File: src/rtl/traffic_intersection_ctrl.sv
// -----------------------------------------------------------------------------
// traffic_intersection_ctrl
//
// Timed phase sequencer for a two-road intersection (main road, side road,
// pedestrian crossing). The main road rests in green; the side road and the
// pedestrian crossing are served on request. An all-red clearance always
// separates the two roads. A flash (fault) mode overrides normal sequencing.
//
// Lamp heads are one-hot: RED=3'b001, GREEN=3'b010, YELLOW=3'b100, and
// 3'b000 is dark. Dark only appears in flash mode.
//
// Ports
//   clk         rising-edge clock
//   rst         synchronous, active-high reset (wins over flash and requests)
//   side_req    side-road vehicle sensor, level
//   ped_req     pedestrian button; any high cycle is latched
//   flash       fault/flash mode request, level
//   main_light  main-road lamp (one-hot)
//   side_light  side-road lamp (one-hot)
//   walk        pedestrian walk lamp
//   phase       current state code: MG=0 MY=1 AR1=2 SG=3 SY=4 AR2=5 WALK=6 FLASH=7
//
// All outputs are a pure decode of the registered state, so they change on
// the same edge as the state.
// -----------------------------------------------------------------------------
module traffic_intersection_ctrl #(
  parameter int CW         = 4,
  parameter int MAIN_MIN   = 8,
  parameter int SIDE_GREEN = 5,
  parameter int YELLOW_T   = 2,
  parameter int ALLRED_T   = 1,
  parameter int WALK_T     = 4
) (
  input  logic       clk,
  input  logic       rst,
  input  logic       side_req,
  input  logic       ped_req,
  input  logic       flash,
  output logic [2:0] main_light,
  output logic [2:0] side_light,
  output logic       walk,
  output logic [2:0] phase
);

  typedef enum logic [2:0] {
    ST_MG    = 3'd0,
    ST_MY    = 3'd1,
    ST_AR1   = 3'd2,
    ST_SG    = 3'd3,
    ST_SY    = 3'd4,
    ST_AR2   = 3'd5,
    ST_WALK  = 3'd6,
    ST_FLASH = 3'd7
  } state_t;

  localparam logic [2:0] LAMP_DARK   = 3'b000;
  localparam logic [2:0] LAMP_RED    = 3'b001;
  localparam logic [2:0] LAMP_GREEN  = 3'b010;
  localparam logic [2:0] LAMP_YELLOW = 3'b100;

  // A state with duration d has expired when the timer reads d-1, so the
  // state is visible for exactly d cycles.
  localparam logic [CW-1:0] TIMER_MAX   = {CW{1'b1}};
  localparam logic [CW-1:0] MAIN_LAST   = CW'(MAIN_MIN - 1);
  localparam logic [CW-1:0] SIDE_LAST   = CW'(SIDE_GREEN - 1);
  localparam logic [CW-1:0] YELLOW_LAST = CW'(YELLOW_T - 1);
  localparam logic [CW-1:0] ALLRED_LAST = CW'(ALLRED_T - 1);
  localparam logic [CW-1:0] WALK_LAST   = CW'(WALK_T - 1);

  state_t        state_reg;
  state_t        state_next;
  logic [CW-1:0] timer_reg;
  logic          ped_pending_reg;
  logic          blink_reg;
  logic          walk_entry;

  // Next-state selection; flash is checked before any per-state rule.
  always_comb begin
    state_next = state_reg;
    if (flash) begin
      state_next = ST_FLASH;
    end else begin
      case (state_reg)
        ST_MG: begin
          // The timer saturates, so >= keeps the minimum-green test valid
          // however long the main road has rested.
          if (timer_reg >= MAIN_LAST && (side_req || ped_pending_reg))
            state_next = ST_MY;
        end
        ST_MY: begin
          if (timer_reg == YELLOW_LAST) state_next = ST_AR1;
        end
        ST_AR1: begin
          if (timer_reg == ALLRED_LAST)
            state_next = ped_pending_reg ? ST_WALK : ST_SG;
        end
        ST_WALK: begin
          if (timer_reg == WALK_LAST)
            state_next = side_req ? ST_SG : ST_AR2;
        end
        ST_SG: begin
          if (timer_reg == SIDE_LAST) state_next = ST_SY;
        end
        ST_SY: begin
          if (timer_reg == YELLOW_LAST) state_next = ST_AR2;
        end
        ST_AR2: begin
          if (timer_reg == ALLRED_LAST) state_next = ST_MG;
        end
        ST_FLASH: begin
          state_next = ST_AR2;
        end
        default: begin
          state_next = ST_AR2;
        end
      endcase
    end
  end

  assign walk_entry = (state_next == ST_WALK) && (state_reg != ST_WALK);

  always_ff @(posedge clk) begin
    if (rst) begin
      state_reg       <= ST_AR2;
      timer_reg       <= '0;
      ped_pending_reg <= 1'b0;
      blink_reg       <= 1'b0;
    end else begin
      state_reg <= state_next;

      if (state_next != state_reg)
        timer_reg <= '0;
      else if (timer_reg != TIMER_MAX)
        timer_reg <= timer_reg + CW'(1);

      // A press on the walk-entry edge wins over the clear, so that press
      // is served on a later cycle rather than lost.
      if (ped_req)
        ped_pending_reg <= 1'b1;
      else if (walk_entry)
        ped_pending_reg <= 1'b0;

      // Blink only runs while remaining in FLASH; it is 0 on entry and exit.
      if (state_reg == ST_FLASH && state_next == ST_FLASH)
        blink_reg <= ~blink_reg;
      else
        blink_reg <= 1'b0;
    end
  end

  // Moore output decode.
  always_comb begin
    main_light = LAMP_RED;
    side_light = LAMP_RED;
    walk       = 1'b0;
    case (state_reg)
      ST_MG: main_light = LAMP_GREEN;
      ST_MY: main_light = LAMP_YELLOW;
      ST_SG: side_light = LAMP_GREEN;
      ST_SY: side_light = LAMP_YELLOW;
      ST_WALK: walk = 1'b1;
      ST_FLASH: begin
        main_light = blink_reg ? LAMP_DARK : LAMP_YELLOW;
        side_light = blink_reg ? LAMP_DARK : LAMP_RED;
      end
      default: begin
        main_light = LAMP_RED;
        side_light = LAMP_RED;
      end
    endcase
  end

  assign phase = state_reg;

endmodule

File: config.mk
export PLATFORM = sky130hd
export DESIGN_NAME = traffic_intersection_ctrl
export DESIGN_NICKNAME = d
export VERILOG_FILES = /design/src/rtl/traffic_intersection_ctrl.sv
export SDC_FILE = /design/constraint.sdc
export NUM_CORES = 1
export LEC_CHECK = 0
export BUFFER_PORTS_ARGS = -buffer_cell sky130_fd_sc_hd__buf_2
export CAP_MARGIN = 20
export CORE_MARGIN = 5
export CORE_UTILIZATION = 28
export CTS_CLUSTER_SIZE = 14
export DETAILED_ROUTE_END_ITERATION = 8
export GPL_ROUTABILITY_DRIVEN = 0
export PLACE_DENSITY = 0.48
export SLEW_MARGIN = 15
export SYNTH_ARGS = -nofsm -noshare
export SYNTH_HDL_FRONTEND = slang
export SYNTH_SLANG_ARGS = --single-unit
File: constraint.sdc
create_clock -name clk -period 4 [get_ports clk]
set_clock_uncertainty 0.15 [all_clocks]
set_input_delay 0.2 -clock clk [delete_from_list [all_inputs] [get_ports clk]]
set_output_delay 0.2 -clock clk [all_outputs]
set_load 0.02 [all_outputs]
==> results of run 1 <==
## metal layers
metal	up-vias	global-route usage [%]	share of wire [%]
met3	4	2.07	4.8
li1	382	-	-
met2	18	13.8	42
met5	-	0	0
met1	348	16.7	51
met4	0	5.76	2.2
## through the flow
step	cell area, um^2	setup slack, ps	hold slack [ps]
6_report	851	1520	28.4
3_5_place_dp	825	1510	308
2_1_floorplan	754	1600	122
3_3_place_gp	825	1510	309
5_1_grt	851	1290	39.0
4_1_cts	851	1500	25.6
## final cells by class
class                      instances  area [um^2]  area share (%)
multi-input combinational         71          518            60.9
sequential                         9          180            21.2
timing repair buffer              14         70.1            8.24
tap                               30         37.5            4.41
clock buffer                       4         26.3            3.09
inverter                           5         18.8            2.21
## synthesized netlist by cell type (3+ instances only)
cell and instances:
o21ai_0 3, buf_2 3, inv_1 5, nand3_1 5, a21oi_1 4, dfxtp_1 9, nand2_1 3, nor2_1 9
ha_1 3, clkbuf_1 3, or3b_2 3, nor4_1 5
## logic make-up after synthesis
family / count (synthesis)
AOI/OAI and AO/OA: 26
buffers and inverters: 12
muxes: 2
DFF: 9
and+or+nand+nor: 39
xor gates and xnor gates: 1
adders and majority gates: 3
## power breakdown
group	switching (mW)	total [mW]	leakage (nW)	internal, mW
Combinational	0.0427	0.0754	0.252	0.0327
Clock	0.0320	0.0704	0.0150	0.0385
Sequential	0.0157	0.110	0.0738	0.0947
## layout by cell type (no fill, tap or decap), types with 3 or more instances in the layout
| cell type | netlist | routed |
|---|---|---|
| nand3_1 | 5 | 5 |
| clkbuf_4 | 0 | 3 |
| inv_1 | 5 | 5 |
| nand2_1 | 3 | 3 |
| nor4_1 | 5 | 5 |
| buf_2 | 3 | 14 |
| a21oi_1 | 4 | 4 |
| ha_1 | 3 | 3 |
| nor2_1 | 9 | 9 |
| dfxtp_1 | 9 | 9 |
| or3b_2 | 3 | 3 |
| o21ai_0 | 3 | 3 |
## final timing paths
path | from | to | slack (ps) | cells past startpoint
max reg2reg | timer_reg[0] | timer_reg[2] | 1520 | 6
min reg2reg | blink_reg | blink_reg | 400 | 2
max | timer_reg[0] | timer_reg[2] | 1520 | 6
min | rst | phase[1] | 30 | 2
==> results.md, run 1 <==
* Status: complete, no violations
* WL per Instance at 13.8 um
* Library cells used by synthesis at 41
* CTS Hold Bufs at 0
* Hold Path Class: in -> reg
* XOR/XNOR share of the synthesized area at 1.16%
* Critical path cell sequence: ha_1, or3b_2, o21ai_0, a22oi_1, o31ai_1, nor4_1
* TritonCTS buffer count at 3
* Fmax at 0.403 GHz
* Cts repair resizes at 0
* Seq/Total Area, Yosys at 23.9%
* DR vias/cell at 5.65
* Slowest stage cell, crit path: o31ai_1
* Wirelength, routed at 1.84 mm
* Remaining antenna violation count after routing at 0
* # rows at 18
* Die area at 3830 um^2
* Vias in the first global route at 659
* Post-Syn Instances at 92
* Finished Core Util at 33.7%
* GRT overflow at 0
* Slew margin rel. at 55.7%
* Clock sink total at 9
* RSZ-0062 raised after global routing: false
* Worst Setup Start Kind: flip-flop
* CTS tree: yes
* CP max stage delay at 570 ps
* Fin. max-slew vios at 0
* Worst-skew pair later-pin latency at 260 ps
* IO Port Bufs at 14
* Antenna diodes at 0
* Multiplexer share of the synthesized area at 2.65%
* Post-synth EDFFs at 0
* Largest family of logic cells by synthesized area: simple AND/OR/NAND/NOR gates
* Clock Path Buffers at 2
* Worst-margin pin slew at 663 ps
* Initial antenna violation count at 0
* Crit path DAT at 2450 ps
* Async set-reset flop share out of synthesis at 0%
* Clock-pin slew on the worst setup and hold paths at 60 ps
* Fraction of layout cells with a size suffix above 1 at 25.2%
* # IOs at 15
* Fillcell total at 276
* Setup TNS at 0 ps
* H-tree depth at 1
* Router iterations before antenna repair at 4
* Post-route insts no fill at 133
* Starting Density at 29.9%
* Adder-Cell Fraction of Synth Area at 4.98%
* Crit. End Element: flip-flop
* Gr usage total at 10.8%
* Setup repair bufs after CTS at 0
* Min Clock Period, post-route at 2480 ps
* Yosys top cell by area: dfxtp_1
* Synth Warn # at 0
* Critical path fanouts, max at 7
* DR DRC count at 0
* Simple-gate area share of the yosys netlist at 30.8%
* Avg Inst Size Synth at 8.20 um^2
* Mapped cell area at 754 um^2
* Cell Pwr Density at 301 nW/um^2
* Final number of hold-violating endpoints at 0
* Clk root buf: clkbuf_4
* Vias at 752
* Max FFs per register at 4
* Post-synthesis compound-gate area fraction at 29.0%
* Largest net degree at the start of global routing at 21
* WP buf/inv at 0
* Final period util at 62.1%
* Net Count, Synth at 100
* DR iter-0 viols at 18
* Worst VDD drop at 0.181 mV
* Area growth, synth to finish at 12.8%
* Leakage power at 0.340 nW
* Top cells by area, synth: dfxtp_1 (24%), ha_1 (5.0%), nor2_1 (4.5%), nor4_1 (4.1%), or3b_2 (3.5%)
* Die X at 61.9 um
* Placed cells at 129
* Max Cap Viol at 0
* Req. time, crit path at 3970 ps
* Post-synth top flop: dfxtp_1
* Die Span Y at 61.9 um
* Detail Placement HPWL at 1.40 mm
* Core ar. at 2520 um^2
* Crit Path Category: reg -> reg
* First-pass GRT wire length at 3.11 mm
* Post-synth top area share at 23.9%
* Nets at 112
* CP top delay family: compound AO/OA/AOI/OAI gates
* Yosys reg bits at 9
* Tot Pwr at 256 uW
* Final Setup Violations at 0
Power figures use the tool's default switching activity.
==> inputs of run 2 (changes only) <==
--- a/config.mk
+++ b/config.mk
@@ -5,6 +5,7 @@
 export SDC_FILE = /design/constraint.sdc
 export NUM_CORES = 1
 export LEC_CHECK = 0
+export ABC_AREA = 1
 export BUFFER_PORTS_ARGS = -buffer_cell sky130_fd_sc_hd__buf_2
 export CAP_MARGIN = 20
 export CORE_MARGIN = 5
==> constraint.sdc (replaced) <==
create_clock -name clk -period 2.4 [get_ports clk]
set_clock_uncertainty 0.15 [all_clocks]
set_input_delay 0.12 -clock clk [delete_from_list [all_inputs] [get_ports clk]]
set_output_delay 0.12 -clock clk [all_outputs]
set_load 0.02 [all_outputs]
==> results.md, run 2 <==
* IO Port Bufs at 14
* Placed cells at 170
* Switching pwr at 166 uW
* Final Cell Area at 957 um^2
* Initial antenna violation count at 0
* Die X at 63.6 um
* Slew margin rel. at 78.5%
* Remaining antenna violation count after routing at 0
* Max FFs per register at 4
* Leakage power at 0.476 nW
* Req. time, crit path at 2400 ps
* Fmax at 0.443 GHz
* Worst Setup Start Kind: flip-flop
* Seq pwr share at 39.2%
* FF/Latch Area at 183 um^2
* Die area at 4050 um^2
* Clock-pin slew on the worst setup and hold paths at 60 ps
* Net Count, Synth at 135
* Starting Density at 29.2%
* Max Cap Viol at 0
* Tot Pwr at 443 uW
* Synth top cells by count: nand2_1 (29), inv_1 (22), nor2_1 (13)
* DR vias/cell at 4.66
* Mapped cell area at 805 um^2
* Clock sink total at 9
* Worst-skew pair later-pin latency at 260 ps
* Final Setup Violations at 0
* Final period util at 94.0%
* Router iterations before antenna repair at 4
* WL per Instance at 11.0 um
* RSZ-0062 raised after global routing: false
* Fraction of layout cells with a size suffix above 1 at 30.3%
* Area growth, synth to finish at 19.0%
* Core ar. at 2760 um^2
* DR DRC count at 0
* Yosys reg bits at 9
* GRT overflow at 0
* # rows at 19
* Crit. End Element: flip-flop
* Hold Path Class: in -> reg
* Status: complete, no violations
* Clock Path Buffers at 2
* Worst hold slack at 146 ps
* Clk root buf: clkbuf_4
* Synth Warn # at 0
* TritonCTS buffer count at 3
* Nets at 154
* Post-synth EDFFs at 0
* Yosys top cell by area: dfxtp_1
* First-pass GRT wire length at 3.47 mm
* Avg Inst Size Synth at 6.33 um^2
* Vias in the first global route at 786
* Crit path DAT at 2250 ps
* H-tree depth at 1
* Die Span Y at 63.6 um
* Gate power share at 35.1%
* Power Internal at 277 uW
* Vias at 821
* Critical path fanouts, max at 4
* Post-Syn Instances at 127
* Min Clock Period, post-route at 2260 ps
* Detail Placement HPWL at 1.58 mm
* Wirelength, routed at 1.93 mm
* Switch share at 37.4%
* CTS tree: yes
* Gr usage total at 10.5%
* Fin. max-slew vios at 0
* Library cells used by synthesis at 26
* Post-synth top area share at 22.4%
* Top cells by area, synth: dfxtp_1 (22%), nand2_1 (14%), inv_1 (10%), nand3_1 (6.2%), nor2_1 (6.1%)
* Commonest cells after routing, fill and taps aside: nand2_1 (29), inv_1 (22), buf_2 (14)
* Crit Path Category: reg -> reg
* Setup TNS at 0 ps
* Async set-reset flop share out of synthesis at 0%
* Antenna diodes at 0
* Post-synth top flop: dfxtp_1
* DR iter-0 viols at 25
* Area post-placement at 891 um^2
* Largest net degree at the start of global routing at 10
* Worst VDD drop at 0.322 mV
* Seq/Total Area, Yosys at 22.4%
* Top-count cell post-synth: nand2_1
* Worst-margin pin slew at 322 ps
* Clock share of power at 25.7%
* Most common cell after layout, fill and taps aside: nand2_1
* Post-route insts no fill at 176
* # IOs at 15
* Final number of hold-violating endpoints at 0
* Fillcell total at 304
* Cell Pwr Density at 463 nW/um^2
* Multi-input gate area at 522 um^2
[run 2: kinds of logic after synthesis]
| group | after synthesis | share of synthesized area, % |
|---|---|---|
| compound gates | 10 | 7.31 |
| fa+ha+maj | 3 | 4.67 |
| buf+inv | 28 | 14.9 |
| flops | 9 | 22.4 |
| simple gates | 76 | 49.6 |
| xor+xnor | 1 | 1.09 |
[run 2: cell type report]
type / instances / share of cell area (%)
repair buffers: 16 / 9.41
flip-flops and latches: 9 / 19.1
clock buffers: 4 / 2.75
multi-input cells: 90 / 54.5
inverters: 26 / 10.2
well taps: 31 / 4.05
[run 2: routing by layer]
metal  vias up  GRT usage, %  part of all wire (%)
li1        432             -                     -
met5         -             0                     0
met2        22          16.9                    49
met3         4          1.95                   5.1
met4         0          6.23                   1.1
met1       363          12.7                    44
[run 2: worst paths after layout]
path           startpoint               to  slack [ps]  cells past startpoint
min                 flash         phase[1]         150                      5
max reg2reg  timer_reg[0]  ped_pending_reg         140                     12
max          timer_reg[0]  ped_pending_reg         140                     12
min reg2reg     blink_reg        blink_reg         410                      2
[run 2: power by group through the flow]
stage	Sequential [mW]	Combinational, mW	Clock, mW
final	0.174	0.156	0.114
after global routing	0.175	0.177	0.132
after CTS	0.173	0.150	0.120
after detailed placement	0.176	0.147	0
after global placement	0.177	0.147	0
after floorplan	0.175	0.111	0
[run 2: what timing repair did]
item | in CTS | in global routing
resized for setup | 0 | 5
hold endpoints to repair | 2 | 0
setup endpoints to repair | 0 | 1
hold buffers | 2 | 0
buffers inserted | 0 | 0
[run 2: critical path, stage by stage (launching register included)]
cell and delay (ps):
dfxtp_1 330, inv_1 130, ha_4 170, nand3_2 90, nand2_2 120, nand2_1 70
nor2_2 140, nand2_1 100, nor2_4 120, nand3_2 60, nand2_1 70, a21oi_2 50
dlygate4sd3_1 540
[run 2: per-stage QoR]
| stage | worst slack (ps) | utilization [%] |
|---|---|---|
| global placement | 599 | 32.3 |
| floorplan | 626 | - |
| CTS | 88.4 | 34.0 |
| global route | 8.12 | 34.7 |
| finish | 144 | 34.7 |
| detailed placement | 642 | 32.3 |
==> inputs of run 3 (changes only) <==
==> constraint.sdc (replaced) <==
create_clock -name clk -period 2.7 [get_ports clk]
set_clock_uncertainty 0.15 [all_clocks]
set_input_delay 0.135 -clock clk [delete_from_list [all_inputs] [get_ports clk]]
set_output_delay 0.135 -clock clk [all_outputs]
set_load 0.02 [all_outputs]
==> results.md, run 3 (synthesis gave the netlist of run 2 again) <==
* Starting Density at 29.2%
* Setup ws final at 375 ps
* Crit. End Element: flip-flop
* CTS tree: yes
* Critical path fanouts, max at 4
* Largest net degree at the start of global routing at 10
* Clock share of power at 25.7%
* TritonCTS buffer count at 3
* Antenna diodes at 0
* Clock sink total at 9
* WL per Instance at 10.6 um
* Commonest cells after routing, fill and taps aside: nand2_1 (29), inv_1 (22), buf_2 (14)
* Hold Path Class: in -> reg
* Detail Placement HPWL at 1.60 mm
* Slew margin rel. at 77.2%
* Req. time, crit path at 2680 ps
* Worst-skew pair later-pin latency at 250 ps
* Reg2reg path depth at 12
* Fillcell total at 300
* Endpoint, Worst Hold: phase[1]
* Fraction of layout cells with a size suffix above 1 at 28.3%
* Clock Path Buffers at 2
* Final Cell Area at 937 um^2
* Fmax at 0.430 GHz
* Gate power share at 34.4%
* Flop2flop setup slack at 370 ps
* Placed cells at 170
* Core ar. at 2760 um^2
* Worst-margin pin slew at 341 ps
* First-pass GRT wire length at 3.36 mm
* Worst VDD drop at 0.298 mV
* DR iter-0 viols at 10
* Setup repair bufs after CTS at 0
* Leakage power at 0.473 nW
* Seq pwr share at 39.9%
* Nets at 154
* Worst Setup Start Kind: flip-flop
* Crit Path Category: reg -> reg
* H-tree depth at 1
* Initial antenna violation count at 0
* Min Clock Period, post-route at 2330 ps
* # rows at 19
* DR DRC count at 0
* Cell Pwr Density at 410 nW/um^2
* Switching pwr at 141 uW
* DR vias/cell at 4.53
* Final number of hold-violating endpoints at 0
* Crit path DAT at 2310 ps
* Router iterations before antenna repair at 4
* Area growth, synth to finish at 16.5%
* Clk root buf: clkbuf_4
* RR Startpoint: timer_reg[0]
* # IOs at 15
* Max FFs per register at 4
* Hold depth at 5
* Final period util at 86.1%
* Die area at 4050 um^2
* Worst min-delay path startpoint: flash
* Final Setup Violations at 0
* RR Endpoint: ped_pending_reg
* Vias in the first global route at 780
* Post-route insts no fill at 176
* IO Port Bufs at 14
* Most common cell after layout, fill and taps aside: nand2_1
* RSZ-0062 raised after global routing: false
* Max Cap Viol at 0
* Switch share at 36.8%
* Wirelength, routed at 1.87 mm
* Clock-pin slew on the worst setup and hold paths at 60 ps
* Finished Core Util at 34.0%
* Status: complete, no violations
* Setup TNS at 0 ps
* GRT overflow at 0
* Place WS at 941 ps
* Fin. max-slew vios at 0
* Remaining antenna violation count after routing at 0
* Power Internal at 243 uW
* Vias at 797
* Die Span Y at 63.6 um
* Area post-placement at 891 um^2
* Gr usage total at 10.1%
* Die X at 63.6 um
## run 3: changes by cell type in the layout (fill, tap and decap cells not counted)
cell     previous run  this run
nor2_2              3         4
ha_1                2         3
dfxtp_2             2         0
dfxtp_1             7         9
nor2_4              2         1
ha_4                1         0
## run 3: area by class of cell
cell class / instances / area [um^2] / area share [%]
Inverter: 26 / 97.6 / 10.4
Multi-Input combinational cell: 90 / 504 / 53.8
Timing Repair Buffer: 16 / 90.1 / 9.61
Tap cell: 31 / 38.8 / 4.14
Clock buffer: 4 / 26.3 / 2.80
Sequential cell: 9 / 180 / 19.2
## run 3: through the flow
stage               hold WS (ps)  total power [mW]
global placement             173             0.288
finish                       165             0.384
global route                 206             0.418
CTS                          162             0.391
detailed placement           175             0.287
floorplan                   47.4             0.255
## run 3: how the worst max path moves through the flow
stage | from | to | slack, ps | cells after the start
3_5_place_dp | timer_reg[0] | timer_reg[1] | 940 | 9
6_report | timer_reg[0] | ped_pending_reg | 370 | 12
3_3_place_gp | phase[0] | phase[2] | 900 | 8
2_1_floorplan | phase[2] | timer_reg[3] | 930 | 9
5_1_grt | timer_reg[0] | ped_pending_reg | 210 | 12
4_1_cts | timer_reg[0] | ped_pending_reg | 380 | 12
## run 3: repair_timing
item,CTS,global route
hold buffers,2,0
gates resized for setup,0,0
endpoints found under the hold margin,2,0
## run 3: worst max-delay path, cell delays in order, from the launching register on
cell           delay (ps)
dfxtp_1               340
inv_1                  90
ha_1                  230
nand3_2               110
nand2_2               120
nand2_1                80
nor2_2                140
nand2_1                80
nor2_2                140
nand3_2                70
nand2_1                70
a21oi_2                50
dlygate4sd3_1         550
## run 3: metal layers
metal / GRT usage, % / vias up / part of all wire [%]
met5: 0 / - / 0
met4: 5.71 / 0 / 2.1
met3: 1.78 / 6 / 2.4
met2: 16.1 / 9 / 50
met1: 12.5 / 352 / 45
li1: - / 430 / -
## run 3: power groups by stage
stage	Combinational, mW	Sequential (mW)	Clock [mW]
global placement	0.131	0.157	0
floorplan	0.0990	0.156	0
detailed placement	0.131	0.156	0
global route	0.150	0.156	0.112
finish	0.132	0.153	0.0988
CTS	0.134	0.153	0.104
